[config.mk]
export PLATFORM = sky130hd
export DESIGN_NAME = branch_predictor_btb
export DESIGN_NICKNAME = d
export VERILOG_FILES = /design/src/rtl/branch_predictor_btb.sv
export SDC_FILE = /design/constraint.sdc
export NUM_CORES = 1
export LEC_CHECK = 0
export CAP_MARGIN = 25
export CORE_UTILIZATION = 40
export CTS_CLUSTER_DIAMETER = 150
export DETAILED_ROUTE_END_ITERATION = 8
export SYNTH_ARGS = -nofsm -noshare
export SYNTH_HDL_FRONTEND = slang
export SYNTH_SLANG_ARGS = --single-unit
[constraint.sdc]
create_clock -name clk -period 4.2 [get_ports clk]
set_clock_uncertainty 0.15 [all_clocks]
set_input_delay 0.84 -clock clk [delete_from_list [all_inputs] [get_ports clk]]
set_output_delay 0.84 -clock clk [all_outputs]
set_load 0.005 [all_outputs]
[src/rtl/branch_predictor_btb.sv]
// -----------------------------------------------------------------------------
// branch_predictor_btb
//
// Fetch-stage dynamic branch predictor. A direct-mapped branch target buffer
// (valid/tag/target per entry) and a table of saturating counters are looked
// up combinationally with the current fetch PC to produce a same-cycle
// next-PC prediction. Branches resolved in decode train both tables and feed
// two saturating statistics counters. With GSHARE=1 the counter index is the
// BTB index XOR a global history register of recent outcomes.
//
// Ports:
//   clk, rst_n          rising-edge clock, asynchronous active-low reset
//   fetch_pc            PC being fetched (lookup key)
//   pred_hit            BTB entry valid and tag matches fetch_pc
//   pred_taken          predicted taken (hit and counter MSB set)
//   pred_target         predicted next PC (BTB target or fetch_pc + 2)
//   upd_valid           one-cycle pulse: a branch resolved in decode
//   upd_stall           pipeline stall, blocks the update this cycle
//   upd_pc              PC of the resolved branch
//   upd_taken           actual outcome
//   upd_target          actual taken target
//   upd_pred_taken      prediction made for this branch at fetch
//   upd_pred_target     target predicted at fetch
//   clr_stats           synchronous clear of the statistics counters
//   branch_cnt          resolved branches counted (saturating)
//   mispredict_cnt      mispredictions counted (saturating)
// -----------------------------------------------------------------------------
module branch_predictor_btb #(
    parameter int ADDR_W   = 16,
    parameter int IDX_W    = 4,
    parameter int CTR_W    = 2,
    parameter int CTR_INIT = 1,
    parameter int GSHARE   = 0,
    parameter int STAT_W   = 16
) (
    input  logic              clk,
    input  logic              rst_n,
    input  logic [ADDR_W-1:0] fetch_pc,
    output logic              pred_hit,
    output logic              pred_taken,
    output logic [ADDR_W-1:0] pred_target,
    input  logic              upd_valid,
    input  logic              upd_stall,
    input  logic [ADDR_W-1:0] upd_pc,
    input  logic              upd_taken,
    input  logic [ADDR_W-1:0] upd_target,
    input  logic              upd_pred_taken,
    input  logic [ADDR_W-1:0] upd_pred_target,
    input  logic              clr_stats,
    output logic [STAT_W-1:0] branch_cnt,
    output logic [STAT_W-1:0] mispredict_cnt
);

    localparam int ENTRIES = 1 << IDX_W;
    localparam int TAG_W   = ADDR_W - IDX_W - 1;

    localparam logic [CTR_W-1:0]  CTR_MAX  = '1;
    localparam logic [CTR_W-1:0]  CTR_RST  = CTR_W'(CTR_INIT);
    localparam logic [STAT_W-1:0] STAT_MAX = '1;

    // Table state
    logic              valid_q [ENTRIES];
    logic              valid_d [ENTRIES];
    logic [TAG_W-1:0]  tag_q   [ENTRIES];
    logic [TAG_W-1:0]  tag_d   [ENTRIES];
    logic [ADDR_W-1:0] tgt_q   [ENTRIES];
    logic [ADDR_W-1:0] tgt_d   [ENTRIES];
    logic [CTR_W-1:0]  ctr_q   [ENTRIES];
    logic [CTR_W-1:0]  ctr_d   [ENTRIES];
    logic [IDX_W-1:0]  ghr_q, ghr_d;

    logic [STAT_W-1:0] branch_cnt_q, branch_cnt_d;
    logic [STAT_W-1:0] mispredict_cnt_q, mispredict_cnt_d;

    // Halfword-aligned instructions: pc[0] never participates in index or tag.
    logic unused_pc_lsb;
    assign unused_pc_lsb = fetch_pc[0] ^ upd_pc[0];

    // Global history mixed into the counter index only in gshare mode.
    logic [IDX_W-1:0] ghr_mix;
    assign ghr_mix = (GSHARE != 0) ? ghr_q : '0;

    // -------------------------------------------------------------------------
    // Lookup: purely combinational from registered state, so an update in the
    // same cycle is not visible until after the edge (no write-through).
    // -------------------------------------------------------------------------
    logic [IDX_W-1:0] f_bidx, f_cidx;
    logic [TAG_W-1:0] f_tag;

    assign f_bidx = fetch_pc[IDX_W:1];
    assign f_tag  = fetch_pc[ADDR_W-1:IDX_W+1];
    assign f_cidx = f_bidx ^ ghr_mix;

    assign pred_hit    = valid_q[f_bidx] && (tag_q[f_bidx] == f_tag);
    assign pred_taken  = pred_hit && ctr_q[f_cidx][CTR_W-1];
    // Sequential path wraps modulo 2^ADDR_W.
    assign pred_target = pred_taken ? tgt_q[f_bidx] : fetch_pc + ADDR_W'(2);

    // -------------------------------------------------------------------------
    // Update: upd_valid is a single-cycle pulse qualified by ~upd_stall; a
    // stalled pulse changes nothing and is re-presented by the pipeline.
    // -------------------------------------------------------------------------
    logic             upd_fire;
    logic             mispredict;
    logic [IDX_W-1:0] u_bidx, u_cidx;
    logic [TAG_W-1:0] u_tag;

    assign upd_fire = upd_valid && !upd_stall;
    assign u_bidx   = upd_pc[IDX_W:1];
    assign u_tag    = upd_pc[ADDR_W-1:IDX_W+1];
    assign u_cidx   = u_bidx ^ ghr_mix;   // pre-edge history

    // Wrong direction, or right direction (taken) but wrong target.
    assign mispredict = (upd_pred_taken != upd_taken) ||
                        (upd_taken && upd_pred_taken && (upd_pred_target != upd_target));

    always_comb begin
        valid_d = valid_q;
        tag_d   = tag_q;
        tgt_d   = tgt_q;
        ctr_d   = ctr_q;
        ghr_d   = ghr_q;

        if (upd_fire) begin
            if (upd_taken) begin
                if (ctr_q[u_cidx] != CTR_MAX) begin
                    ctr_d[u_cidx] = ctr_q[u_cidx] + CTR_W'(1);
                end
                // Direct-mapped allocate: any alias at this index is replaced.
                valid_d[u_bidx] = 1'b1;
                tag_d[u_bidx]   = u_tag;
                tgt_d[u_bidx]   = upd_target;
            end else begin
                if (ctr_q[u_cidx] != '0) begin
                    ctr_d[u_cidx] = ctr_q[u_cidx] - CTR_W'(1);
                end
            end
            if (GSHARE != 0) begin
                // Shift the newest outcome into the LSB, dropping the oldest.
                ghr_d = IDX_W'({ghr_q, upd_taken});
            end
        end
    end

    // Statistics: clear has priority over a coincident update.
    always_comb begin
        branch_cnt_d     = branch_cnt_q;
        mispredict_cnt_d = mispredict_cnt_q;
        if (clr_stats) begin
            branch_cnt_d     = '0;
            mispredict_cnt_d = '0;
        end else if (upd_fire) begin
            if (branch_cnt_q != STAT_MAX) begin
                branch_cnt_d = branch_cnt_q + STAT_W'(1);
            end
            if (mispredict && (mispredict_cnt_q != STAT_MAX)) begin
                mispredict_cnt_d = mispredict_cnt_q + STAT_W'(1);
            end
        end
    end

    // State with reset: valid bits, counters, history, statistics.
    always_ff @(posedge clk or negedge rst_n) begin
        if (!rst_n) begin
            for (int i = 0; i < ENTRIES; i++) begin
                valid_q[i] <= 1'b0;
                ctr_q[i]   <= CTR_RST;
            end
            ghr_q            <= '0;
            branch_cnt_q     <= '0;
            mispredict_cnt_q <= '0;
        end else begin
            valid_q          <= valid_d;
            ctr_q            <= ctr_d;
            ghr_q            <= ghr_d;
            branch_cnt_q     <= branch_cnt_d;
            mispredict_cnt_q <= mispredict_cnt_d;
        end
    end

    // Tag and target arrays are qualified by valid, so they need no reset.
    always_ff @(posedge clk) begin
        tag_q <= tag_d;
        tgt_q <= tgt_d;
    end

    assign branch_cnt     = branch_cnt_q;
    assign mispredict_cnt = mispredict_cnt_q;

endmodule

==> flow_metrics.tcl <==
set metrics [dict create \
    cp_common_cell "buf_12" \
    start_util 0.405 \
    h-tree-depth 2 \
    die_area_sq_mm 0.0540 \
    path_class "input port to output port" \
    start_kind "input port" \
    status "complete, but fails checks" \
    p_leak_uw 0.00925 \
    ys_ff_latch 512 \
    r2r_cells 10 \
    crit_required_ns 3.21 \
    min-delay-start "valid_q[2]$_DFFE_PN0P_" \
    syn_area_sq_mm 0.0212 \
    first_pass_iters 5 \
    vias 11563 \
    crit_slowest_cell "or4_4" \
    routed_wl_um 52100 \
    clock_latency_ns 0.60 \
    synthMostInstantiatedCell "edfxtp_1" \
    cts_made_buffers 53 \
    synth_fp_nets 1212 \
    clk_path_buf_depth 3 \
    avgViaCountPerCell 5.40 \
    drc_errors 0 \
    ys_top_cells_by_area "edfxtp_1 (61%), mux4_2 (14%), dfrtp_1 (7.5%)" \
    ff2ff_setup_slack_ns 1.27 \
    layout.nets 1490 \
    finalWorstSetupSlack_ns -0.271 \
    yosysTopAreaCellShare 0.611 \
    power_uw 11300 \
    setup_tns_ns -4.04 \
    ys.flop_type "edfxtp_1" \
    clkSinkCount 512 \
    setup-violations-final 16 \
    grt_max_degree 81 \
    multi_input_area_sq_mm 0.00620 \
    cts_tree "yes" \
    worstSetupPathDepth 11 \
    path_buf_inv 4 \
    drv_cap 0 \
    min_period_ns 4.47 \
    synth_edf_count 432 \
    async_reset_ff_frac 0.156 \
    max_freq_ghz 0.224 \
    globalplace.congestion 0.760 \
    power.density_mw_per_mm2 430 \
    dieWidth_um 232 \
    clockRootBuffer "clkbuf_16" \
    slew_headroom 0.603 \
    fin_crit_sh 1.06 \
    final_area_sq_mm 0.0264 \
    crit_start "fetch_pc[1]" \
    fin_cells 2142 \
    violations "negative setup slack" \
    seq_area_frac_synth 0.706 \
    yosys-top-cells-count "edfxtp_1 (432), mux4_2 (129), dfrtp_1 (64)" \
    ant_nets 0 \
    p_clk_frac 0.394 \
    die_y_um 232 \
    drt_iter0_drc 905 \
    rows 84 \
    overflow 0 \
    ir_drop_mv 0.306 \
    antenna_found_initial 2 \
    path_delay_family "multiplexers" \
    tightest_slew_ns 0.594 \
    hold_path_class "flop to flop" \
    core_sq_mm 0.0524 \
    worst_path_largest_cell_delay_ns 0.56 \
    dpl_cell_area_sq_mm 0.0244 \
    rsz0062_at_grt "true" \
    synthToLayoutAreaGrowth_pct 24.3 \
    final_layout_size_suffix_gt1_frac 0.331 \
    r2r_end "ctr_q[5]$_DFFE_PN0P_" \
    syn_inst 1135 \
    synthDistinctLibCells 55 \
    fillCellCount 4264 \
    clk_pin_slew_ns 0.06 \
    grt_pass1_vias 11848 \
    post-place-cells 2035 \
    grt_pass1_wl_um 77100 \
    synth_warnings 0 \
    critical_path.cell_chain "buf_16, mux4_2, mux2i_1, xnor2_1, or4_4, a221oi_4, nand4b_4, buf_12, buf_12, mux2_4, buf_6" \
    n_antenna_cell 0 \
    finalMaxSlewViolations 0 \
    yosys.area.top_type "edfxtp_1" \
    cp-end-kind "output port" \
    fin_util 0.503 \
    ff_latch_area_sq_mm 0.0150 \
    p_sw_uw 2500 \
    hpwl_um 31800 \
    pwr-share-comb 0.095 \
    holdPathStages 1 \
    cp-endpoint "pred_target[3]" \
    io_pins 121 \
    critical_path.max_fanout 11 \
    grt_use_total 0.197 \
    power_frac_seq 0.511 \
    hold_viol 0 \
    internal_power_uw 8840 \
    worstPathArrival_ns 3.48 \
    swShare 0.221 \
    io_buffers 119 \
    syn_avg_cell_area_sq_um 18.7 \
    post_drt_wl_per_cell_um 24.3 \
]
==> worst register-to-register path, delay by kind of cell (launching register included) <==
kind,cells,cell delay [ns]
mux,4,1.16
simple gates,3,0.56
flops,1,0.37
compound gates,1,0.26
fa+ha+maj,1,0.21
buf+inv,1,0.11
==> state kept, by name, summed over array words and instances, names as in the netlist, named ones only <==
name / flops
ctr_q: 16
tgt_q: 256
branch_cnt: 16
tag_q: 176
valid_q: 16
mispredict_cnt: 16
==> through the flow <==
stage / setup WS [ns] / hold WS, ns
after detailed placement: -0.657 / 0.298
after global placement: -0.641 / 0.296
after global routing: -0.394 / 0.322
final: -0.271 / 0.314
after floorplan: 0.00749 / 0.284
after CTS: -0.531 / 0.280
==> area by class of cell <==
cell class | count | share of cell area
inverter | 9 | 0.00128
timing repair buffer | 276 | 0.101
clock inverter | 31 | 0.0101
clock buffer | 65 | 0.0520
sequential | 512 | 0.568
tap | 688 | 0.0326
multi-input combinational | 561 | 0.235
==> logic make-up (layout without fill, tap and decap cells) <==
family | Yosys count | count (layout) | synth area share
flip-flops | 512 | 512 | 0.706
AND/OR/NAND/NOR | 209 | 209 | 0.0488
multiplexers | 206 | 206 | 0.177
AO/OA/AOI/OAI | 75 | 75 | 0.0241
XOR/XNOR | 65 | 65 | 0.0268
buffers and inverters | 62 | 381 | 0.0134
adder cells (fa/ha/maj) | 6 | 6 | 0.00354
==> what timing repair did <==
action	in CTS	in global routing
hold buffers	0	1
endpoints found under the hold margin	0	14
cloned	2	1
buffers inserted	2	4
resized for setup	72	36
pin swaps	4	9
setup endpoints to repair	18	17
==> routing by layer <==
layer	GRT usage	vias up	share of wire
met5	0	-	0.00040
met4	0.0403	4	0.015
met3	0.0413	71	0.062
met2	0.308	321	0.47
met1	0.286	6069	0.45
li1	-	5098	-
==> power groups by stage <==
stage	logic (uW)	registers, uW	clock network [uW]
after detailed placement	1060	5900	0
after CTS	1080	5800	4580
after global routing	1180	5810	4760
final	1080	5800	4460
after floorplan	607	5870	0
after global placement	1030	5890	0
==> layout by cell type, fill, tap and decap left out, types with 12 or more instances in the layout <==
| cell | n |
|---|---|
| and3_1 | 12 |
| buf_12 | 16 |
| buf_4 | 137 |
| clkbuf_1 | 12 |
| clkbuf_16 | 54 |
| clkdlybuf4s50_1 | 97 |
| clkinv_1 | 14 |
| dfrtp_1 | 64 |
| dfstp_2 | 16 |
| edfxtp_1 | 432 |
| mux2_2 | 23 |
| mux2i_1 | 40 |
| mux4_2 | 129 |
| nand2_1 | 63 |
| nand3_1 | 14 |
| nand4_1 | 14 |
| nor2_1 | 35 |
| nor2_4 | 12 |
| o21ai_0 | 27 |
| or2_2 | 16 |
| xnor2_1 | 38 |
| xor2_1 | 23 |
==> worst min path at each step <==
stage / slack, ns / end
floorplan: 0.28 / valid_q[14]$_DFFE_PN0P_
global placement: 0.30 / valid_q[14]$_DFFE_PN0P_
detailed placement: 0.30 / valid_q[2]$_DFFE_PN0P_
CTS: 0.28 / mispredict_cnt[1]$_DFFE_PN0P_
global route: 0.32 / valid_q[4]$_DFFE_PN0P_
finish: 0.31 / valid_q[2]$_DFFE_PN0P_
Power figures use the tool's default switching activity.
